## src/rtl/vrased_multi.sv

```systemverilog
// rtl/vrased_multi.sv - VRASED hardware monitor with multi-channel DMA checks and reset request
// Optional sticky cause/count logging enabled by defining VRASED_CAUSE_LOG_EN.
module vrased_multi #(
    parameter logic [15:0] SDATA_BASE    = 16'h0400,
    parameter logic [15:0] SDATA_SIZE    = 16'h0C00,
    parameter logic [15:0] HMAC_BASE     = 16'h0230,
    parameter logic [15:0] HMAC_SIZE     = 16'h0020,
    parameter logic [15:0] SMEM_BASE     = 16'hA000,
    parameter logic [15:0] SMEM_SIZE     = 16'h4000,
    parameter logic [15:0] KMEM_BASE     = 16'h6A00,
    parameter logic [15:0] KMEM_SIZE     = 16'h0040,
    parameter logic [15:0] RESET_HANDLER = 16'h0000,
    parameter int unsigned DMA_CH        = 2
) (
    input  logic                  clk,
    input  logic                  reset_n,
    input  logic [15:0]           pc,
    input  logic                  data_en,
    input  logic                  data_wr,
    input  logic [15:0]           data_addr,
    input  logic                  irq,
    input  logic [16*DMA_CH-1:0]  dma_addr,
    input  logic [DMA_CH-1:0]     dma_en,
    output logic                  reset
`ifdef VRASED_CAUSE_LOG_EN
    ,
    output logic [7:0]            viol_cause,
    output logic [7:0]            viol_count
`endif
);

    typedef enum logic [1:0] {
        RUN    = 2'd0,
        ATTEST = 2'd1,
        KILL   = 2'd2
    } state_t;

    // Last legal instruction address of the attestation code; leaving from anywhere else is an abort.
    localparam logic [16:0] SMEM_LAST = {1'b0, SMEM_BASE} + {1'b0, SMEM_SIZE} - 17'd2;

    // 17-bit compare keeps regions that end at 16'hFFFF from wrapping onto low addresses.
    function automatic logic in_rgn(input logic [15:0] a, input logic [15:0] base,
                                    input logic [15:0] size);
        logic [16:0] ax;
        logic [16:0] hi;
        ax = {1'b0, a};
        hi = {1'b0, base} + {1'b0, size} - 17'd1;
        return (ax >= {1'b0, base}) && (ax <= hi);
    endfunction

    state_t      state, state_nx;
    logic [15:0] pc_q;
    logic [7:0]  cause;
    logic        pc_smem;
    logic        dma_any, dma_key, dma_sdata;

    always_comb begin
        state_nx  = state;
        cause     = 8'h00;
        pc_smem   = in_rgn(pc, SMEM_BASE, SMEM_SIZE);
        dma_any   = 1'b0;
        dma_key   = 1'b0;
        dma_sdata = 1'b0;

        for (int k = 0; k < DMA_CH; k++) begin
            if (dma_en[k]) begin
                dma_any = 1'b1;
                if (in_rgn(dma_addr[16*k +: 16], KMEM_BASE, KMEM_SIZE))
                    dma_key = 1'b1;
                if (in_rgn(dma_addr[16*k +: 16], SDATA_BASE, SDATA_SIZE))
                    dma_sdata = 1'b1;
            end
        end

        case (state)
            RUN: begin
                if (pc_smem) begin
                    if (pc == SMEM_BASE)
                        state_nx = ATTEST;
                    else
                        cause[0] = 1'b1;
                end
                if (data_en && in_rgn(data_addr, SDATA_BASE, SDATA_SIZE))
                    cause[4] = 1'b1;
            end
            ATTEST: begin
                if (!pc_smem) begin
                    if ({1'b0, pc_q} == SMEM_LAST)
                        state_nx = RUN;
                    else
                        cause[1] = 1'b1;
                end
                if (irq && pc_smem)
                    cause[3] = 1'b1;
                if (data_wr && !in_rgn(data_addr, SDATA_BASE, SDATA_SIZE)
                            && !in_rgn(data_addr, HMAC_BASE, HMAC_SIZE))
                    cause[4] = 1'b1;
                cause[6] = dma_any;
            end
            KILL: begin
                if (pc == RESET_HANDLER)
                    state_nx = RUN;
            end
            default: state_nx = RUN;
        endcase

        // Causes observed while already killed are deliberately dropped.
        if (state == RUN || state == ATTEST) begin
            cause[2] = data_en && in_rgn(data_addr, KMEM_BASE, KMEM_SIZE) && !pc_smem;
            cause[5] = dma_key;
            cause[7] = dma_sdata;
            if (cause != 8'h00)
                state_nx = KILL;
        end else begin
            cause = 8'h00;
        end
    end

    always_ff @(posedge clk or negedge reset_n) begin
        if (!reset_n) begin
            state <= RUN;
            pc_q  <= 16'h0000;
            reset <= 1'b0;
        end else begin
            state <= state_nx;
            pc_q  <= pc;
            reset <= (state_nx == KILL);
        end
    end

`ifdef VRASED_CAUSE_LOG_EN
    always_ff @(posedge clk or negedge reset_n) begin
        if (!reset_n) begin
            viol_cause <= 8'h00;
            viol_count <= 8'h00;
        end else if (state != KILL && state_nx == KILL) begin
            viol_cause <= viol_cause | cause;
            if (viol_count != 8'hFF)
                viol_count <= viol_count + 8'd1;
        end
    end
`endif

endmodule

```

## config.mk

```make
export PLATFORM = sky130hd
export DESIGN_NAME = vrased_multi
export DESIGN_NICKNAME = d
export VERILOG_FILES = /design/src/rtl/vrased_multi.sv
export SDC_FILE = /design/constraint.sdc
export NUM_CORES = 1
export LEC_CHECK = 0
export BUFFER_PORTS_ARGS = -buffer_cell sky130_fd_sc_hd__buf_4
export CELL_PAD_IN_SITES_DETAIL_PLACEMENT = 0
export CELL_PAD_IN_SITES_GLOBAL_PLACEMENT = 1
export CORE_ASPECT_RATIO = 1.4
export CORE_UTILIZATION = 27
export DETAILED_ROUTE_END_ITERATION = 8
export HOLD_SLACK_MARGIN = 0.05
export PLACE_DENSITY = 0.75
export SLEW_MARGIN = 20
export SYNTH_ARGS = -nofsm -noshare
export SYNTH_HDL_FRONTEND = slang
export SYNTH_SLANG_ARGS = --single-unit
```

## constraint.sdc

```tcl
create_clock -name clk -period 1.8 [get_ports clk]
set_input_delay 0.09 -clock clk [delete_from_list [all_inputs] [get_ports clk]]
set_output_delay 0.09 -clock clk [all_outputs]
set_load 0.1 [all_outputs]
```

# == Yosys cells after proc, flatten, opt, wreduce, memory -nomap -nowiden ==
# Cells that the tools add are included.
# totals
reg_bits,19
input_bits,71
output_inout_bits,1
wordCells,75
# classes
magnitude_cmp,16
n_eq_ne,5
n_mux,30
reduce_logical,21
# op_table
operator,count
>= comparator 16 x 11 -> 1 bit (second input constant),3
>= comparator 16 x 15 -> 1 bit (second input constant),3
less-or-equal comparator 16 x 12 -> 1 bit (second input constant),3
less-or-equal comparator 16 x 15 -> 1 bit (second input constant),3
equality test 16 bit (second input constant),2
2-to-1 mux 1 bit,21
>= comparator 16 x 10 -> 1 bit (second input constant),1
>= comparator 16 bit (second input constant),1
less-or-equal comparator 16 x 10 -> 1 bit (second input constant),1
less-or-equal comparator 16 bit (second input constant),1
logical NOT 16 bit,1
logical AND 1 bit,14
2-to-1 mux 2 bit,7
nonzero test 8 bit,1
case mux 2 bit (3 select lines),1
equality test 2 bit (second input constant),2
logical NOT 1 bit,3
equality test 2 x 1 -> 1 bit (second input constant),1
logical NOT 2 bit,1
case mux 1 bit (2 select lines),1
logical OR 1 bit,1

# == Logic depth before layout (Yosys ltp) ==
# Gate-level depths: netlist of the first run.
# logic_depth
word_depth,11
mapped_depth,5
depth_no_buf,5

# == Worst setup path before layout of the first run ==
# Ideal clock, no wire load.
# synth_timing
path_type,reg-to-reg
startpoint,register pc_q[13]
endpoint,register reset
setup_time_ps,118
arrival_time_ps,1344
t_required_ps,1682
setup_slack_ps,338
path_stages_with_launch,6
n_path_buf,0
synth_period_minus_slack_ps,1462
path_cell_list,dfrtp_1 > nand4b_1 > or4_1 > mux2i_1 > o21ai_0 > a21o_1
# synth_via
elab_chain_cells,8
word_cells_on_any_way,11
cone_classes,2 x eq/ne; 8 x mux; 1 x reduce/logical
# synth_rtl
element,line_no,source
start: declaration,52,logic [15:0] pc_q;
start signal: assignment,126,pc_q <= pc;
equality test 16 bit *,88,"if ({1'b0, pc_q} == SMEM_LAST)"
2-to-1 mux 1 bit,88,
2-to-1 mux 1 bit,87,if (!pc_smem) begin
2-to-1 mux 1 bit,75,case (state)
nonzero test 8 bit,112,if (cause != 8'h00)
2-to-1 mux 2 bit,112,
2-to-1 mux 2 bit *,108,if (state == RUN || state == ATTEST) begin
equality test 2 bit *,127,reset <= (state_nx == KILL);
end signal: assignment,127,
end: declaration,24,output logic reset
# Mark *: on every way between the ends. The rest lies on a longest branch, timed or not.

# == Worst setup path in the final report of the first run ==
# layout_timing
startpoint,input pc[10]
endpoint,register reset
# layout_via
elab_chain_cells,9
word_cells_on_any_way,24
cone_classes,2 x order compare; 2 x eq/ne; 14 x mux; 6 x reduce/logical
# layout_rtl
element,line_no,source
start: declaration,17,"input logic [15:0] pc,"
>= comparator 16 bit or less-or-equal comparator 16 bit (tied branches),48,"return (ax >= {1'b0, base}) && (ax <= hi);"
logical AND 1 bit,48,
logical AND 1 bit,93,if (irq && pc_smem)
2-to-1 mux 1 bit,93,
2-to-1 mux 1 bit,75,
nonzero test 8 bit,112,
2-to-1 mux 2 bit,112,
2-to-1 mux 2 bit *,108,
equality test 2 bit *,127,
# Marks and branches as above.

==> metrics.log, run 1 <==
INFO  metric cp_max_fo = 3
INFO  metric timing.hold.worst.class = in2reg
INFO  metric synthesis.nets = 151
INFO  metric fin_setup_tns = 0 ns
INFO  metric wl_per_cell = 13.3 um
INFO  metric yosysWarningCount = 0
INFO  metric timing.critical_path.from = pc[10]
INFO  metric wl = 2630 um
INFO  metric endpoint = reset$_DFF_PN0_
INFO  metric mostFrequentLayoutCell = sky130_fd_sc_hd__buf_4
INFO  metric slew_violations = 0
INFO  metric tritoncts.num_buffers = 3
INFO  metric clock_skew = 0.00158 ns
INFO  metric count_of_input_and_output_buffers = 55
INFO  metric setup.worst_path.end_class = register
INFO  metric placeableCoreArea = 3180 um^2
INFO  metric global_route_wire_length_before_repair = 4320 um
INFO  metric mappedNetlistArea = 925 um^2
INFO  metric initial_antenna_violation_count = 0
INFO  metric antenna_cells = 0
INFO  metric grt_max_degree = 20
INFO  metric vdd_ir_drop_max = 0.000517 V
INFO  metric floorplan.initialDensity = 29.0%
INFO  metric nNetsFinal = 230
INFO  metric worst_ep_arrival_time = 1.92 ns
INFO  metric timing.reg2reg.setup_slack = 0.23 ns
INFO  metric synth_top_area_share = 51.4%
INFO  metric drc = 0
INFO  metric wp_data_required = 1.95 ns
INFO  metric globalplace.congestion = 0.715
INFO  metric setup-violations-final = 0
INFO  metric clock_tree.buffer_depth = 2
INFO  metric fin_crit = 1.77 ns
INFO  metric r2r-start = pc_q[13]$_DFF_PN0_
INFO  metric place.detailed.hpwl = 2020 um
INFO  metric yosys-top-cells-area = sky130_fd_sc_hd__dfrtp_1, sky130_fd_sc_hd__nor4bb_1, sky130_fd_sc_hd__nand4_1
INFO  metric num_vias = 970
INFO  metric tritoncts = done
INFO  metric syn-instance-count = 80
INFO  metric cts_root_buf = sky130_fd_sc_hd__clkbuf_8
INFO  metric flow.area_growth_from_synthesis = 79.2%
INFO  metric cap_viol_max_count = 0
INFO  metric worstSkewPairLatency = 0.25 ns
INFO  metric placementRows = 24
INFO  metric gr-usage-all-layers = 15.8%
INFO  metric hold_depth = 4
INFO  metric final_cells = 197
INFO  metric numClockSinks = 19
INFO  metric numPlacedInstances = 176
INFO  metric headroom_to_the_max_slew_limit = 74.8%
INFO  metric postLayoutCoreUtil = 52.0%
INFO  metric worstMarginPinSlew = 0.374 ns
INFO  metric synth_cell_types = 31
INFO  metric worst_hold_slack = 0.190 ns
INFO  metric cts.reportedPaths.clkPinSlew = 0.06 ns
INFO  metric first_global_vias = 1048
INFO  metric seq_area_frac_synth = 51.4%
INFO  metric dr.pass1.iters = 4
INFO  metric viasPerCell = 4.92
INFO  metric status = finished, final reports clean
INFO  metric synth.largest_area_cell = sky130_fd_sc_hd__dfrtp_1
INFO  metric mostFrequentLayoutCells = sky130_fd_sc_hd__buf_4, sky130_fd_sc_hd__dfrtp_1, sky130_fd_sc_hd__dlygate4sd3_1
INFO  metric setup.worst_path.start_class = input pin
INFO  metric postSynthRegisterBits = 19
INFO  metric drt_initial_violations = 10
INFO  metric power.static_leakage = 0.733 nW
INFO  metric floorplan.die_area = 3670 um^2
INFO  metric die_x = 51.5 um
INFO  metric grt_overflow_total = 0
INFO  metric crit-reg2reg-capture = reset$_DFF_PN0_
INFO  metric cts_max_level = 1
INFO  metric cell_pwr_density = 678 nW/um^2
INFO  metric final.period_utilization = 98.4%
INFO  metric worst_r2r_path_depth = 5
INFO  metric fmaxAchievable = 0.565 GHz
INFO  metric timing.setup.critical_path_class = in2reg
INFO  metric hold_viol = 0
INFO  metric antenna_left = 0
INFO  metric chipHeight = 71.2 um
INFO  metric fraction_of_final_layout_cells_with_drive_strength_greater_than_1 = 44.3%
INFO  metric postCtsSetupRepairBufs = 0
INFO  metric ioPinCount = 72
INFO  metric synth_area_per_cell = 11.6 um^2
INFO  metric fillers = 301
## how the worst min path moves through the flow
stage | from | to | slack [ns]
5_1_grt | data_addr[11] | state[0]$_DFF_PN0_ | 0.19
2_1_floorplan | reset_n | pc_q[0]$_DFF_PN0_ | -0.21
6_report | data_addr[11] | state[0]$_DFF_PN0_ | 0.19
4_1_cts | pc[14] | state[0]$_DFF_PN0_ | 0.19
3_3_place_gp | reset_n | pc_q[6]$_DFF_PN0_ | -0.03
3_5_place_dp | reset_n | pc_q[6]$_DFF_PN0_ | -0.03
## power by group
group | switching (mW) | internal (mW) | total (mW)
Combinational | 0.185 | 0.177 | 0.362
Clock | 0.129 | 0.157 | 0.286
Sequential | 0.0117 | 0.464 | 0.476
## sequential cells by signal (all words and copies together) (netlist names)
signal,count
pc_q,16
reset,1
state,2
## synth_stat cells
master,n
sky130_fd_sc_hd__o32ai_1,1
sky130_fd_sc_hd__a21oi_1,1
sky130_fd_sc_hd__o2111ai_1,1
sky130_fd_sc_hd__o21ai_0,2
sky130_fd_sc_hd__mux2i_1,2
sky130_fd_sc_hd__o41ai_4,1
sky130_fd_sc_hd__nand2b_1,1
sky130_fd_sc_hd__nand4_1,6
sky130_fd_sc_hd__a2111oi_4,1
sky130_fd_sc_hd__or3b_1,2
sky130_fd_sc_hd__inv_1,6
sky130_fd_sc_hd__or2_2,1
sky130_fd_sc_hd__or4_1,1
sky130_fd_sc_hd__nand2_1,4
sky130_fd_sc_hd__nor2_1,6
sky130_fd_sc_hd__or3_1,1
sky130_fd_sc_hd__or2_1,1
sky130_fd_sc_hd__nand4b_1,2
sky130_fd_sc_hd__a211o_1,1
sky130_fd_sc_hd__o211a_1,1
sky130_fd_sc_hd__nand3b_1,1
sky130_fd_sc_hd__or4b_4,1
sky130_fd_sc_hd__xor2_1,1
sky130_fd_sc_hd__o311ai_0,1
sky130_fd_sc_hd__a211oi_1,2
sky130_fd_sc_hd__nor4bb_1,4
sky130_fd_sc_hd__a21o_1,2
sky130_fd_sc_hd__nor4_1,5
sky130_fd_sc_hd__nor3_1,1
sky130_fd_sc_hd__nand4_2,1
sky130_fd_sc_hd__dfrtp_1,19
## critical path, cell delays in order
cell and delay, ns:
sky130_fd_sc_hd__dlygate4sd3_1 0.54, sky130_fd_sc_hd__buf_4 0.14, sky130_fd_sc_hd__nor4_2 0.19, sky130_fd_sc_hd__nand4_1 0.27, sky130_fd_sc_hd__o2111ai_2 0.32, sky130_fd_sc_hd__nand4_4 0.16
sky130_fd_sc_hd__a21o_1 0.21
## area by class of cell
cell class | count | area (um^2) | area share (%)
clock buffer | 4 | 45.0 | 2.72
inverter | 6 | 22.5 | 1.36
multi-input combinational | 55 | 467 | 28.2
sequential | 19 | 475 | 28.7
tap | 39 | 48.8 | 2.95
timing repair buffer | 74 | 598 | 36.1
## metrics by stage
stage	total power, mW	instance area [um^2]	worst slack (ns)
floorplan	0.636	925	0.338
global placement	0.795	1400	0.163
finish	1.12	1660	0.0294
detailed placement	0.801	1400	0.148
global route	1.20	1660	-0.0755
CTS	1.12	1620	0.00169
## cell families (layout without fill, tap and decap cells)
family / Yosys count / after routing / synth area share, %
buffers and inverters: 6 / 84 / 2.44
AO/OA/AOI/OAI: 14 / 14 / 15.7
XOR/XNOR: 1 / 1 / 0.947
flip-flops: 19 / 19 / 51.4
AND/OR/NAND/NOR: 38 / 38 / 27.3
multiplexers: 2 / 2 / 2.17
## layer usage
layer / vias to the layer above / global-route usage, % / wire length [um] / part of all wire [%]
met5: - / 0 / 0 / 0
met4: 0 / 6.31 / 35 / 1.3
met3: 3 / 2.76 / 263 / 10
met2: 57 / 31.0 / 1460 / 56
met1: 445 / 15.7 / 867 / 33
li1: 465 / - / - / -
## timing repair
item                                    CTS  global route
endpoints found under the setup margin    0             3
hold buffers                             17             0
hold endpoints to repair                 35             0
resized for setup                         0             7
Power figures use the tool's default switching activity.
==> inputs of run 2 (changes only) <==
--- a/config.mk
+++ b/config.mk
@@ -8,7 +8,7 @@
 export BUFFER_PORTS_ARGS = -buffer_cell sky130_fd_sc_hd__buf_4
 export CELL_PAD_IN_SITES_DETAIL_PLACEMENT = 0
 export CELL_PAD_IN_SITES_GLOBAL_PLACEMENT = 1
-export CORE_ASPECT_RATIO = 1.4
+export CORE_ASPECT_RATIO = 0.9
 export CORE_UTILIZATION = 27
 export DETAILED_ROUTE_END_ITERATION = 8
 export HOLD_SLACK_MARGIN = 0.05
==> run 2 against run 1 <==
Against the previous run:
- clock skew rose by 0.0027 ns
- maximum frequency is 2.8% higher
- utilization increased by 0.31 points
- die area about the same
- final area barely moved
- sequential power is 3% higher
- clock-buffer cell count down 1
- flip-flop and latch count unchanged
- total power decreased by 2.2%
- largest power group unchanged
- worst setup slack better by 0.048 ns
==> metrics.log, run 2 (synthesized netlist as in run 1, its figures left out) <==
INFO  metric finalInstanceArea = 1660 um^2
INFO  metric setup.worst_path.end_class = register
INFO  metric hold_path_startpoint = pc[6]
INFO  metric worstSkewPairLatency = 0.25 ns
INFO  metric tritoncts = done
INFO  metric crit_slowest_cell = sky130_fd_sc_hd__dlygate4sd3_1
INFO  metric timing.setup.critical_path_class = in2reg
INFO  metric nNetsFinal = 229
INFO  metric count_of_input_and_output_buffers = 55
INFO  metric worst_ep_arrival_time = 1.86 ns
INFO  metric fmaxAchievable = 0.581 GHz
INFO  metric crit_path_cell_trace = dlygate4sd3_1, buf_4, nor4_2, nand4_1, o2111ai_2, nand4_4, a2111oi_4
INFO  metric antenna_left = 0
INFO  metric largest_register = pc_q
INFO  metric cts_root_buf = sky130_fd_sc_hd__clkbuf_8
INFO  metric floorplan.initialDensity = 29.2%
INFO  metric viasPerCell = 4.65
INFO  metric drt_initial_violations = 13
INFO  metric seq_area = 475 um^2
INFO  metric worstMarginPinSlew = 0.369 ns
INFO  metric first_global_vias = 1038
INFO  metric initial_antenna_violation_count = 0
INFO  metric worstPathBufferInverterCount = 2
INFO  metric mostFrequentLayoutCells = sky130_fd_sc_hd__buf_4, sky130_fd_sc_hd__dfrtp_1, sky130_fd_sc_hd__dlygate4sd3_1
INFO  metric final.period_utilization = 95.7%
INFO  metric clock_skew = 0.00428 ns
INFO  metric reg.largest.list = pc_q x16, state x2, reset x1
INFO  metric fillers = 271
INFO  metric critical_path.top_delay_family = buffers and inverters
INFO  metric status = finished, final reports clean
INFO  metric timing.critical_path.from = pc[3]
INFO  metric placeableCoreArea = 3160 um^2
INFO  metric fin_crit = 1.72 ns
INFO  metric antenna_cells = 0
INFO  metric postCtsSetupRepairBufs = 0
INFO  metric multi_input_comb_area = 465 um^2
INFO  metric timing.hold.worst.class = in2reg
INFO  metric tritoncts.num_buffers = 3
INFO  metric grt_overflow_total = 0
INFO  metric clock_tree.buffer_depth = 2
INFO  metric die_x = 63.7 um
INFO  metric place.detailed.hpwl = 1900 um
INFO  metric final_cells = 199
INFO  metric place_area = 1400 um^2
INFO  metric gr-usage-all-layers = 14.8%
INFO  metric postLayoutCoreUtil = 52.4%
INFO  metric wl = 2500 um
INFO  metric headroom_to_the_max_slew_limit = 75.2%
INFO  metric setup-violations-final = 0
INFO  metric cell_pwr_density = 664 nW/um^2
INFO  metric flow.area_growth_from_synthesis = 79.0%
INFO  metric r2r-start = pc_q[13]$_DFF_PN0_
INFO  metric cp_max_fo = 3
INFO  metric floorplan.die_area = 3660 um^2
INFO  metric power.static_leakage = 0.739 nW
INFO  metric numPlacedInstances = 178
INFO  metric chipHeight = 57.5 um
INFO  metric largest_register_ff_count = 16
INFO  metric num_vias = 925
INFO  metric mostFrequentLayoutCell = sky130_fd_sc_hd__buf_4
INFO  metric cts_max_level = 1
INFO  metric cpPeakStageDelay = 0.54 ns
INFO  metric fraction_of_final_layout_cells_with_drive_strength_greater_than_1 = 44.6%
INFO  metric wl_per_cell = 12.6 um
INFO  metric drc = 0
INFO  metric ioPinCount = 72
INFO  metric setup.worst_path.start_class = input pin
INFO  metric wp_data_required = 1.94 ns
INFO  metric slew_violations = 0
INFO  metric numClockSinks = 19
INFO  metric dr.pass1.iters = 4
INFO  metric fin_setup_tns = 0 ns
INFO  metric cts.reportedPaths.clkPinSlew = 0.07 ns
INFO  metric hold_viol = 0
INFO  metric globalplace.congestion = 0.738
INFO  metric global_route_wire_length_before_repair = 4220 um
INFO  metric cap_viol_max_count = 0
INFO  metric vdd_ir_drop_max = 0.000488 V
INFO  metric placementRows = 19
INFO  metric grt_max_degree = 20
[run 2: area by class of cell]
cell class              instances  area share, %
repair buffers                 73           35.8
flip-flops and latches         19           28.7
clock inverters                 1          0.302
multi-input cells              55           28.1
well taps                      42           3.17
clock buffers                   3           2.49
inverters                       6           1.36
[run 2: path summary, 6_finish.rpt]
kind	slack (ns)	endpoint	cells past startpoint
worst max-delay path	0.08	state[0]$_DFF_PN0_	7
max in group asynchronous	1.36	state[0]$_DFF_PN0_	2
min in group asynchronous	0.25	pc_q[6]$_DFF_PN0_	2
worst min-delay path	0.17	pc_q[6]$_DFF_PN0_	2
worst max register to register	0.22	state[1]$_DFF_PN0_	5
worst min register to register	0.56	state[0]$_DFF_PN0_	1
[run 2: metal layers]
layer | track usage, % | vias up | wire length, um
met1 | 15.8 | 410 | 973
met4 | 2.92 | 0 | 0
met2 | 29.3 | 50 | 1290
met3 | 3.60 | 0 | 232
li1 | - | 465 | -
met5 | 0 | - | 0
[run 2: repair_timing]
item	4_1_cts	5_1_grt
hold endpoints to repair	35	0
gates resized for setup	0	9
endpoints found under the setup margin	0	3
hold buffers	17	0
[run 2: worst register-to-register path, cell delays in order, from the launching register on]
cell and delay [ns]:
sky130_fd_sc_hd__dfrtp_1 0.37, sky130_fd_sc_hd__nand4b_1 0.16, sky130_fd_sc_hd__or4_1 0.52, sky130_fd_sc_hd__mux2i_1 0.16
sky130_fd_sc_hd__o21ai_1 0.10, sky130_fd_sc_hd__a21o_1 0.17
[run 2: report_power, final]
group | internal [mW] | leakage (nW) | switching (mW) | total, mW
registers | 0.464 | 0.220 | 0.0261 | 0.490
clock network | 0.153 | 0.0255 | 0.125 | 0.278
logic | 0.161 | 0.494 | 0.169 | 0.330
[run 2: per-stage QoR]
stage	hold slack (ns)	total power, mW	setup slack (ns)
6_report	0.170	1.10	0.0775
3_3_place_gp	-0.0321	0.781	0.186
5_1_grt	0.180	1.16	-0.00104
3_5_place_dp	-0.0278	0.787	0.162
2_1_floorplan	-0.206	0.636	0.338
4_1_cts	0.217	1.10	0.00928
